===== src/rtl/i2c_target_rx.sv =====
// rtl/i2c_target_rx.sv - I2C target write receiver with receive FIFO; optional clock stretching via I2C_CLK_STRETCH_EN
module i2c_target_rx #(
   parameter logic [6:0] TARGET_ADDR = 7'h42,
   parameter int         FIFO_DEPTH  = 4,
   parameter int         SYNC_STAGES = 2
) (
   input  logic       sys_clk,
   input  logic       rst_n,
   input  logic       scl_i,
   input  logic       sda_i,
   output logic       sda_oe,
   output logic       scl_oe,
   output logic [7:0] rx_data,
   output logic       rx_first,
   output logic       rx_valid,
   input  logic       rx_ready,
   output logic       bus_busy,
   output logic       stop_pulse,
   output logic       ovf_pulse
);
   localparam int AW = (FIFO_DEPTH > 1) ? $clog2(FIFO_DEPTH) : 1;
   localparam int CW = AW + 1;
   localparam logic [CW-1:0] DEPTH_C = CW'(FIFO_DEPTH);

   typedef enum logic [2:0] {
      S_IDLE, S_ADDR, S_ADDR_ACK, S_DATA, S_DATA_ACK, S_IGNORE
   } state_t;

   logic [SYNC_STAGES-1:0] r_scl_sync;
   logic [SYNC_STAGES-1:0] r_sda_sync;
   logic                   r_scl_d;
   logic                   r_sda_d;
   logic                   w_scl;
   logic                   w_sda;
   logic                   w_scl_rise;
   logic                   w_scl_fall;
   logic                   w_start;
   logic                   w_stop;

   state_t                 r_state;
   state_t                 w_state_nxt;
   logic [6:0]             r_shift;
   logic [6:0]             w_shift_nxt;
   logic [2:0]             r_bit_cnt;
   logic [2:0]             w_bit_cnt_nxt;
   logic                   r_ack_on;
   logic                   w_ack_on_nxt;
   logic                   r_sda_oe;
   logic                   w_sda_oe_nxt;
   logic                   r_scl_oe;
   logic                   w_scl_oe_nxt;
   logic                   w_push;
   logic                   w_ovf;
   logic                   w_match;
   logic [7:0]             w_byte;

   logic                   r_first_pending;
   logic                   r_addressed;
   logic                   r_busy;
   logic                   r_stop_pulse;
   logic                   r_ovf_pulse;

   logic [8:0]             r_mem [FIFO_DEPTH];
   logic [AW-1:0]          r_wr_ptr;
   logic [AW-1:0]          r_rd_ptr;
   logic [CW-1:0]          r_count;
   logic                   w_full;
   logic                   w_empty;
   logic                   w_pop;

   assign w_scl      = r_scl_sync[SYNC_STAGES-1];
   assign w_sda      = r_sda_sync[SYNC_STAGES-1];
   assign w_scl_rise = w_scl & ~r_scl_d;
   assign w_scl_fall = ~w_scl & r_scl_d;
   assign w_start    = w_scl & r_sda_d & ~w_sda;
   assign w_stop     = w_scl & ~r_sda_d & w_sda;
   assign w_byte     = {r_shift, w_sda};

   assign w_full  = (r_count == DEPTH_C);
   assign w_empty = (r_count == '0);
   assign w_pop   = ~w_empty & rx_ready;

   assign sda_oe     = r_sda_oe;
   assign scl_oe     = r_scl_oe;
   assign rx_valid   = ~w_empty;
   assign rx_data    = w_empty ? 8'h00 : r_mem[r_rd_ptr][7:0];
   assign rx_first   = w_empty ? 1'b0 : r_mem[r_rd_ptr][8];
   assign bus_busy   = r_busy;
   assign stop_pulse = r_stop_pulse;
   assign ovf_pulse  = r_ovf_pulse;

   // Pad synchronisers preset high so leaving reset never looks like a bus edge
   always_ff @(posedge sys_clk) begin
      if (!rst_n) begin
         r_scl_sync <= '1;
         r_sda_sync <= '1;
         r_scl_d    <= 1'b1;
         r_sda_d    <= 1'b1;
      end else begin
         r_scl_sync <= {r_scl_sync[SYNC_STAGES-2:0], scl_i};
         r_sda_sync <= {r_sda_sync[SYNC_STAGES-2:0], sda_i};
         r_scl_d    <= w_scl;
         r_sda_d    <= w_sda;
      end
   end

   // Protocol state register and its datapath registers
   always_ff @(posedge sys_clk) begin
      if (!rst_n) begin
         r_state   <= S_IDLE;
         r_shift   <= '0;
         r_bit_cnt <= '0;
         r_ack_on  <= 1'b0;
         r_sda_oe  <= 1'b0;
         r_scl_oe  <= 1'b0;
      end else begin
         r_state   <= w_state_nxt;
         r_shift   <= w_shift_nxt;
         r_bit_cnt <= w_bit_cnt_nxt;
         r_ack_on  <= w_ack_on_nxt;
         r_sda_oe  <= w_sda_oe_nxt;
         r_scl_oe  <= w_scl_oe_nxt;
      end
   end

   // Next-state logic: bus conditions first, then per-state bit handling
   always_comb begin
      w_state_nxt   = r_state;
      w_shift_nxt   = r_shift;
      w_bit_cnt_nxt = r_bit_cnt;
      w_ack_on_nxt  = r_ack_on;
      w_sda_oe_nxt  = r_sda_oe;
`ifdef I2C_CLK_STRETCH_EN
      w_scl_oe_nxt  = r_scl_oe;
`else
      w_scl_oe_nxt  = 1'b0;
`endif
      w_push        = 1'b0;
      w_ovf         = 1'b0;
      w_match       = 1'b0;
      if (w_start) begin
         w_state_nxt   = S_ADDR;
         w_bit_cnt_nxt = '0;
         w_ack_on_nxt  = 1'b0;
         w_sda_oe_nxt  = 1'b0;
         w_scl_oe_nxt  = 1'b0;
      end else if (w_stop) begin
         w_state_nxt   = S_IDLE;
         w_ack_on_nxt  = 1'b0;
         w_sda_oe_nxt  = 1'b0;
         w_scl_oe_nxt  = 1'b0;
      end else begin
         case (r_state)
            S_IDLE: begin
            end
            S_ADDR: begin
               if (w_scl_rise) begin
                  w_shift_nxt   = w_byte[6:0];
                  w_bit_cnt_nxt = r_bit_cnt + 3'd1;
                  if (r_bit_cnt == 3'd7) begin
                     if (w_byte[7:1] == TARGET_ADDR && !w_byte[0]) begin
                        w_match     = 1'b1;
                        w_state_nxt = S_ADDR_ACK;
                     end else begin
                        w_state_nxt = S_IGNORE;
                     end
                  end
               end
            end
            S_ADDR_ACK, S_DATA_ACK: begin
               // First fall drives ACK, the fall ending the 9th clock releases it
               if (w_scl_fall) begin
                  if (!r_ack_on) begin
                     w_sda_oe_nxt = 1'b1;
                     w_ack_on_nxt = 1'b1;
                  end else begin
                     w_sda_oe_nxt  = 1'b0;
                     w_ack_on_nxt  = 1'b0;
                     w_bit_cnt_nxt = '0;
                     w_state_nxt   = S_DATA;
`ifdef I2C_CLK_STRETCH_EN
                     if (w_full) w_scl_oe_nxt = 1'b1;
`endif
                  end
               end
            end
            S_DATA: begin
`ifdef I2C_CLK_STRETCH_EN
               if (r_scl_oe && !w_full) w_scl_oe_nxt = 1'b0;
`endif
               if (w_scl_rise) begin
                  w_shift_nxt   = w_byte[6:0];
                  w_bit_cnt_nxt = r_bit_cnt + 3'd1;
                  if (r_bit_cnt == 3'd7) begin
                     if (!w_full) begin
                        w_push      = 1'b1;
                        w_state_nxt = S_DATA_ACK;
                     end else begin
`ifndef I2C_CLK_STRETCH_EN
                        w_ovf       = 1'b1;
`endif
                        w_state_nxt = S_IGNORE;
                     end
                  end
               end
            end
            S_IGNORE: begin
               w_sda_oe_nxt = 1'b0;
            end
            default: begin
               w_state_nxt  = S_IDLE;
               w_sda_oe_nxt = 1'b0;
            end
         endcase
      end
   end

   // Transaction flags and one-cycle status pulses
   always_ff @(posedge sys_clk) begin
      if (!rst_n) begin
         r_first_pending <= 1'b0;
         r_addressed     <= 1'b0;
         r_busy          <= 1'b0;
         r_stop_pulse    <= 1'b0;
         r_ovf_pulse     <= 1'b0;
      end else begin
         r_stop_pulse <= w_stop & r_addressed;
         r_ovf_pulse  <= w_ovf;
         if (w_start) begin
            r_busy          <= 1'b1;
            r_addressed     <= 1'b0;
            r_first_pending <= 1'b1;
         end else if (w_stop) begin
            r_busy          <= 1'b0;
            r_addressed     <= 1'b0;
         end else begin
            if (w_match) r_addressed     <= 1'b1;
            if (w_push)  r_first_pending <= 1'b0;
         end
      end
   end

   // FIFO storage; entries carry {first, byte}
   always_ff @(posedge sys_clk) begin
      if (w_push) r_mem[r_wr_ptr] <= {r_first_pending, w_byte};
   end

   // FIFO pointers and occupancy; simultaneous push and pop both take effect
   always_ff @(posedge sys_clk) begin
      if (!rst_n) begin
         r_wr_ptr <= '0;
         r_rd_ptr <= '0;
         r_count  <= '0;
      end else begin
         if (w_push) r_wr_ptr <= r_wr_ptr + 1'b1;
         if (w_pop)  r_rd_ptr <= r_rd_ptr + 1'b1;
         case ({w_push, w_pop})
            2'b10:   r_count <= r_count + 1'b1;
            2'b01:   r_count <= r_count - 1'b1;
            default: r_count <= r_count;
         endcase
      end
   end

endmodule

===== config.mk =====
export PLATFORM = sky130hd
export DESIGN_NAME = i2c_target_rx
export DESIGN_NICKNAME = d
export VERILOG_FILES = /design/src/rtl/i2c_target_rx.sv
export SDC_FILE = /design/constraint.sdc
export NUM_CORES = 1
export LEC_CHECK = 0
export CAP_MARGIN = 20
export CORE_ASPECT_RATIO = 2
export CORE_MARGIN = 1
export CORE_UTILIZATION = 52
export DETAILED_ROUTE_END_ITERATION = 16
export PLACE_DENSITY = 0.74
export SETUP_SLACK_MARGIN = 0.05
export SLEW_MARGIN = 20
export SYNTH_ARGS = -nofsm -noshare
export SYNTH_HDL_FRONTEND = slang
export SYNTH_SLANG_ARGS = --single-unit

===== constraint.sdc =====
create_clock -name sys_clk -period 2.19 [get_ports sys_clk]
set_input_delay 0.438 -clock sys_clk [delete_from_list [all_inputs] [get_ports sys_clk]]
set_output_delay 0.438 -clock sys_clk [all_outputs]
set_load 0.01 [all_outputs]

# Yosys cells after proc, flatten, opt, wreduce, memory -nomap -nowiden
# Memory sizes are Yosys's and may differ from the RTL's. A register that Yosys moved wholly into a read port is not among the register bits.
# Cells that the tools add are included.
dict set report totals {
  register_bits 33
  mem_bits_rw 36
  input_bits 5
  elab_cells 135
  memories 1
}
dict set report op_classes {
  add_sub_neg 5
  eq_ne 25
  n_mux 43
  n_bitwise 21
  reduce_logical 22
}
# memory depth width rd rd_clocked_by_memory_dff write_ports line
set memory_table {}
lappend memory_table {r_mem 4 9 1 1 1 63} ;# logic [8:0] r_mem [FIFO_DEPTH];
# op n
set op_table {}
lappend op_table {{$mux 3} 10}
lappend op_table {{$mux 1} 26}
lappend op_table {{$ne 4x4->1 const B} 6}
lappend op_table {{$ne 2x2->1 const B} 7}
lappend op_table {{$reduce_and 7->1} 2}
lappend op_table {{$not 1->1} 13}
lappend op_table {{$eq 3x3->1 const B} 4}
lappend op_table {{$pmux 3 s2} 2}
lappend op_table {{$pmux 3 s4} 1}
lappend op_table {{$and 1x1->1} 8}
lappend op_table {{$mux 8} 1}
lappend op_table {{$reduce_bool 2->1} 4}
lappend op_table {{$reduce_or 2->1} 4}
lappend op_table {{$eq 7x7->1 const B} 1}
lappend op_table {{$add 3x1->3 const B} 2}
lappend op_table {{$eq 3x2->1 const B} 2}
lappend op_table {{$logic_not 3->1} 2}
lappend op_table {{$reduce_and 2->1} 3}
lappend op_table {{$reduce_or 3->1} 2}
lappend op_table {{$reduce_or 6->1} 1}
lappend op_table {{$reduce_and 5->1} 1}
lappend op_table {{$add 2x1->2 const B} 2}
lappend op_table {{$mux 2} 2}
lappend op_table {{$reduce_and 4->1} 1}
lappend op_table {{9 further kinds} 9}

# Depth between registers and ports, before layout
dict set report logic_depth {
  depth_word 10
  depth_mapped 11
  mapped_depth_nobuf 11
}

# Least setup slack after synthesis
# OpenSTA, ideal clock, no wires.
dict set report synth_timing {
  path_kind {register to register}
  from {reg r_count[0]}
  to {reg r_count[2]}
  setup_time_ns 0.072
  arrival_time_ns 2.180
  setup_slack_ns -0.063
  path_stages_with_launch 10
  synth_period_minus_slack_ns 2.253
  path_cell_list {dfxtp_1 or3b_2 nor4b_4 inv_1 ha_1 inv_1 fa_1 xor2_1 or3_1 a21oi_1}
}
dict set report synth_between {
  elab_chain_len 9
}
# element line
set synth_rtl {}
lappend synth_rtl {{from (decl)} 66} ;# logic [CW-1:0] r_count;
lappend synth_rtl {{from (signal assigned)} 258} ;# 2'b10: r_count <= r_count + 1'b1;
lappend synth_rtl {{from (signal assigned)} 259} ;# 2'b01: r_count <= r_count - 1'b1;
lappend synth_rtl {{from (signal assigned)} 260} ;# default: r_count <= r_count;
lappend synth_rtl {{$eq 3x3->1} 79} ;# assign w_full = (r_count == DEPTH_C);
lappend synth_rtl {{$mux 1} 195} ;# if (!w_full) begin
lappend synth_rtl {{$mux 1} 194} ;# if (r_bit_cnt == 3'd7) begin
lappend synth_rtl {{$mux 1} 191} ;# if (w_scl_rise) begin
lappend synth_rtl {{$mux 1} 153} ;# case (r_state)
lappend synth_rtl {{$mux 1} 147} ;# end else if (w_stop) begin
lappend synth_rtl {{$mux 1} 141} ;# if (w_start) begin
lappend synth_rtl {{$eq 2x1->1 or $eq 2x2->1 (tied branches)} 257} ;# case ({w_push, w_pop})
lappend synth_rtl {{$pmux 3 s2 or $reduce_bool 2->1 (tied branches)} n/a}
# Parallel ways exist; a longest one is shown, timed or not.
# A chain may end at the register's enable or synchronous reset.

# Worst setup path after layout
dict set report layout_timing {
  from {reg r_count[1]}
  to {reg r_count[2]}
}
# The elaborated chain is that of the path after synthesis.

==> impl_metrics.toml <==
[run_status]
status = "completed"

[floorplanning]
start_util = 0.549
pin_count = 20
core.rowCount = 38
fp.dieH_um = 109
die_x_um = 55.7
coreArea_mm2 = 0.00547
die_area_mm2 = 0.00610

[drt]
dr_total_vias = 1889
ant_nets = 0
dr.pass1.iters = 4
avgViaCountPerCell = 5.44
post_drt_wl_per_cell_um = 15.2
wl_mm = 5.27
drcViolationCount = 0
drt_iter0_drc = 52

[global_route]
grt_pass1_vias = 1831
grt_usage = 0.188
grt_pass1_wl_mm = 8.45
antenna_found_initial = 0
grt_max_degree = 19
grt_overflow = 0

[yosys]
synthTopCellsByCount = "edfxtp_1, dfxtp_1, nand2_1"
synthCells = 245
synth_edf_count = 36
ys_async_sr_fraction = 0
yosys.cell_types.count = 45
syn_nets = 258
synthTopCellsByArea = "edfxtp_1, dfxtp_1, mux4_2, and2_1, ha_1"
avgSynthCellArea_um2 = 12.2
ys.flop_type = "edfxtp_1"
synth_most_common_cell = "edfxtp_1"
synth_seq_cells = 71
netlist_area_mm2 = 0.00300
synth_warnings = 0
synth.yosys.seq_area_share = 0.594
netlist.area_leader.share = 0.360
synth_area_leader_cell = "edfxtp_1"

[layout]
fill_cells = 411
diodes = 0
area_growth_pct = 20.4
layout.nets = 295
drive_gt1_frac = 0.251
multi_input_area_mm2 = 0.00121
final_cell_area_mm2 = 0.00361
instances_no_fill = 347
seq_area_mm2 = 0.00179

[timing]
whs_ps = 412
fin_crit_sh = 0.995
fin_skew_ps = 7.63
slew_viol_final = 0
finalSetupViolations = 0
hold_viol = 0
fin_crit_ps = 2180
rsz0062_at_grt = "true"
tightest_slew_ps = 516
maxSlewHeadroom = 0.653
fmax_mhz = 459

[critical_path]
worstPathRequired_ps = 2460
crit_buf_inv = 2
cp-end-kind = "flip-flop"
cp_top_family = "simple AND/OR/NAND/NOR gates"
crit_slowest_cell = "or3b_4"
crit_path_max_incr_delay_ps = 380
cp_max_fo = 4
crit_type = "reg2reg"
start_kind = "flip-flop"
cp_cell_sequence = "or3b_4 > nor4b_4 > inv_1 > ha_2 > inv_2 > fa_2 > xor2_1 > or3_1 > a21oi_2"
arrival_ps = 2450

[power]
power_leakage_nw = 1.31
peakVddDrop_mv = 0.662
total_power_mw = 2.83
p_int_mw = 2.13
p_comb_frac = 0.131
clock_power_share = 0.356
power.density_mw_per_mm2 = 783
netSwitchingPower_mw = 0.703
p_seq_frac = 0.513
switching_share = 0.249

[place]
io_buffers = 18
place_inst = 329
globalplace.congestion = 0.850
place_area_mm2 = 0.00340
hpwl_mm = 3.79

[clocking]
clk_path_buf_depth = 2
root_buffer = "clkbuf_8"
worstSkewPairLatency_ps = 340
cts-htree-levels = 3
cts.reportedPaths.clkPinSlew_ps = 70
numCtsBuffers = 9
tritoncts = "done"
clock-sinks = 71

[job]
max_cap_viol_count = 0

[worst_hold_path]
hp-class = "reg2reg"
## cell families after synthesis
| group | after synthesis | synth area share |
|---|---|---|
| simple gates | 92 | 0.172 |
| other cells | 1 | 0.00125 |
| buf+inv | 21 | 0.0309 |
| compound gates | 32 | 0.0646 |
| fa+ha+maj | 8 | 0.0359 |
| xor+xnor | 7 | 0.0204 |
| mux | 13 | 0.0809 |
| flops | 71 | 0.594 |
## final timing paths
check,start,end,slack (ps),cells past startpoint
worst min-delay path,r_scl_sync[0],r_scl_sync[1],410,1
worst min register to register,r_scl_sync[0],r_scl_sync[1],410,1
worst max register to register,r_count[1],r_count[2],10,9
worst max-delay path,r_count[1],r_count[2],10,9
## flip-flops by register name, indices dropped and copies added, names as in the netlist, 2 cells and up, named ones only
signal      cells
r_mem          36
r_shift         7
r_bit_cnt       3
r_count         3
r_state         3
r_rd_ptr        2
r_scl_sync      2
r_sda_sync      2
r_wr_ptr        2
## what timing repair did
item                                    4_1_cts  5_1_grt
hold buffers                                  0        0
cloned                                        0        1
endpoints found under the setup margin       11        8
setup buffers                                 0        1
pin swaps                                     0        3
gates resized for setup                      31       12
## routing by layer
metal,share of wire,track usage,vias up
met3,0.031,0.0482,15
met1,0.34,0.172,892
met2,0.60,0.366,39
met4,0.031,0.107,0
li1,-,-,943
met5,0,0,-
## layout make-up
| class | count | share of cell area |
|---|---|---|
| multi-input cells | 153 | 0.334 |
| flip-flops and latches | 71 | 0.495 |
| inverters | 9 | 0.00935 |
| clock buffers | 12 | 0.0402 |
| well taps | 60 | 0.0208 |
| clock inverters | 4 | 0.0128 |
| repair buffers | 38 | 0.0880 |
## power by group through the flow
stage | logic [mW] | registers (mW) | clock network [mW]
after floorplan | 0.299 | 1.46 | 0
after global placement | 0.360 | 1.48 | 0
after detailed placement | 0.363 | 1.48 | 0
after CTS | 0.366 | 1.45 | 1.02
after global routing | 0.414 | 1.45 | 1.08
final | 0.371 | 1.45 | 1.01
## cell usage in the layout (no fill, tap or decap), drive strengths merged, types with 4 or more instances in the layout
cell type | synthesis | layout
and2 | 15 | 15
buf | 5 | 24
o21ai | 6 | 6
inv | 8 | 8
dfxtp | 35 | 35
edfxtp | 36 | 36
xor2 | 4 | 4
ha | 7 | 7
mux4 | 9 | 9
clkdlybuf4s50 | 0 | 8
nor3 | 6 | 6
nand2 | 22 | 22
nor2 | 15 | 15
nand2b | 7 | 7
a21oi | 14 | 14
mux2i | 4 | 4
nor2b | 5 | 5
clkbuf | 7 | 17
## through the flow
step	TNS (ps)	utilization	worst slack, ps
2_1_floorplan	0	-	52.1
3_3_place_gp	-100	0.622	-100
3_5_place_dp	-155	0.622	-155
4_1_cts	-4.48	0.657	-4.48
5_1_grt	-80.6	0.661	-80.6
6_report	0	0.661	10.8
Power figures use the tool's default switching activity.
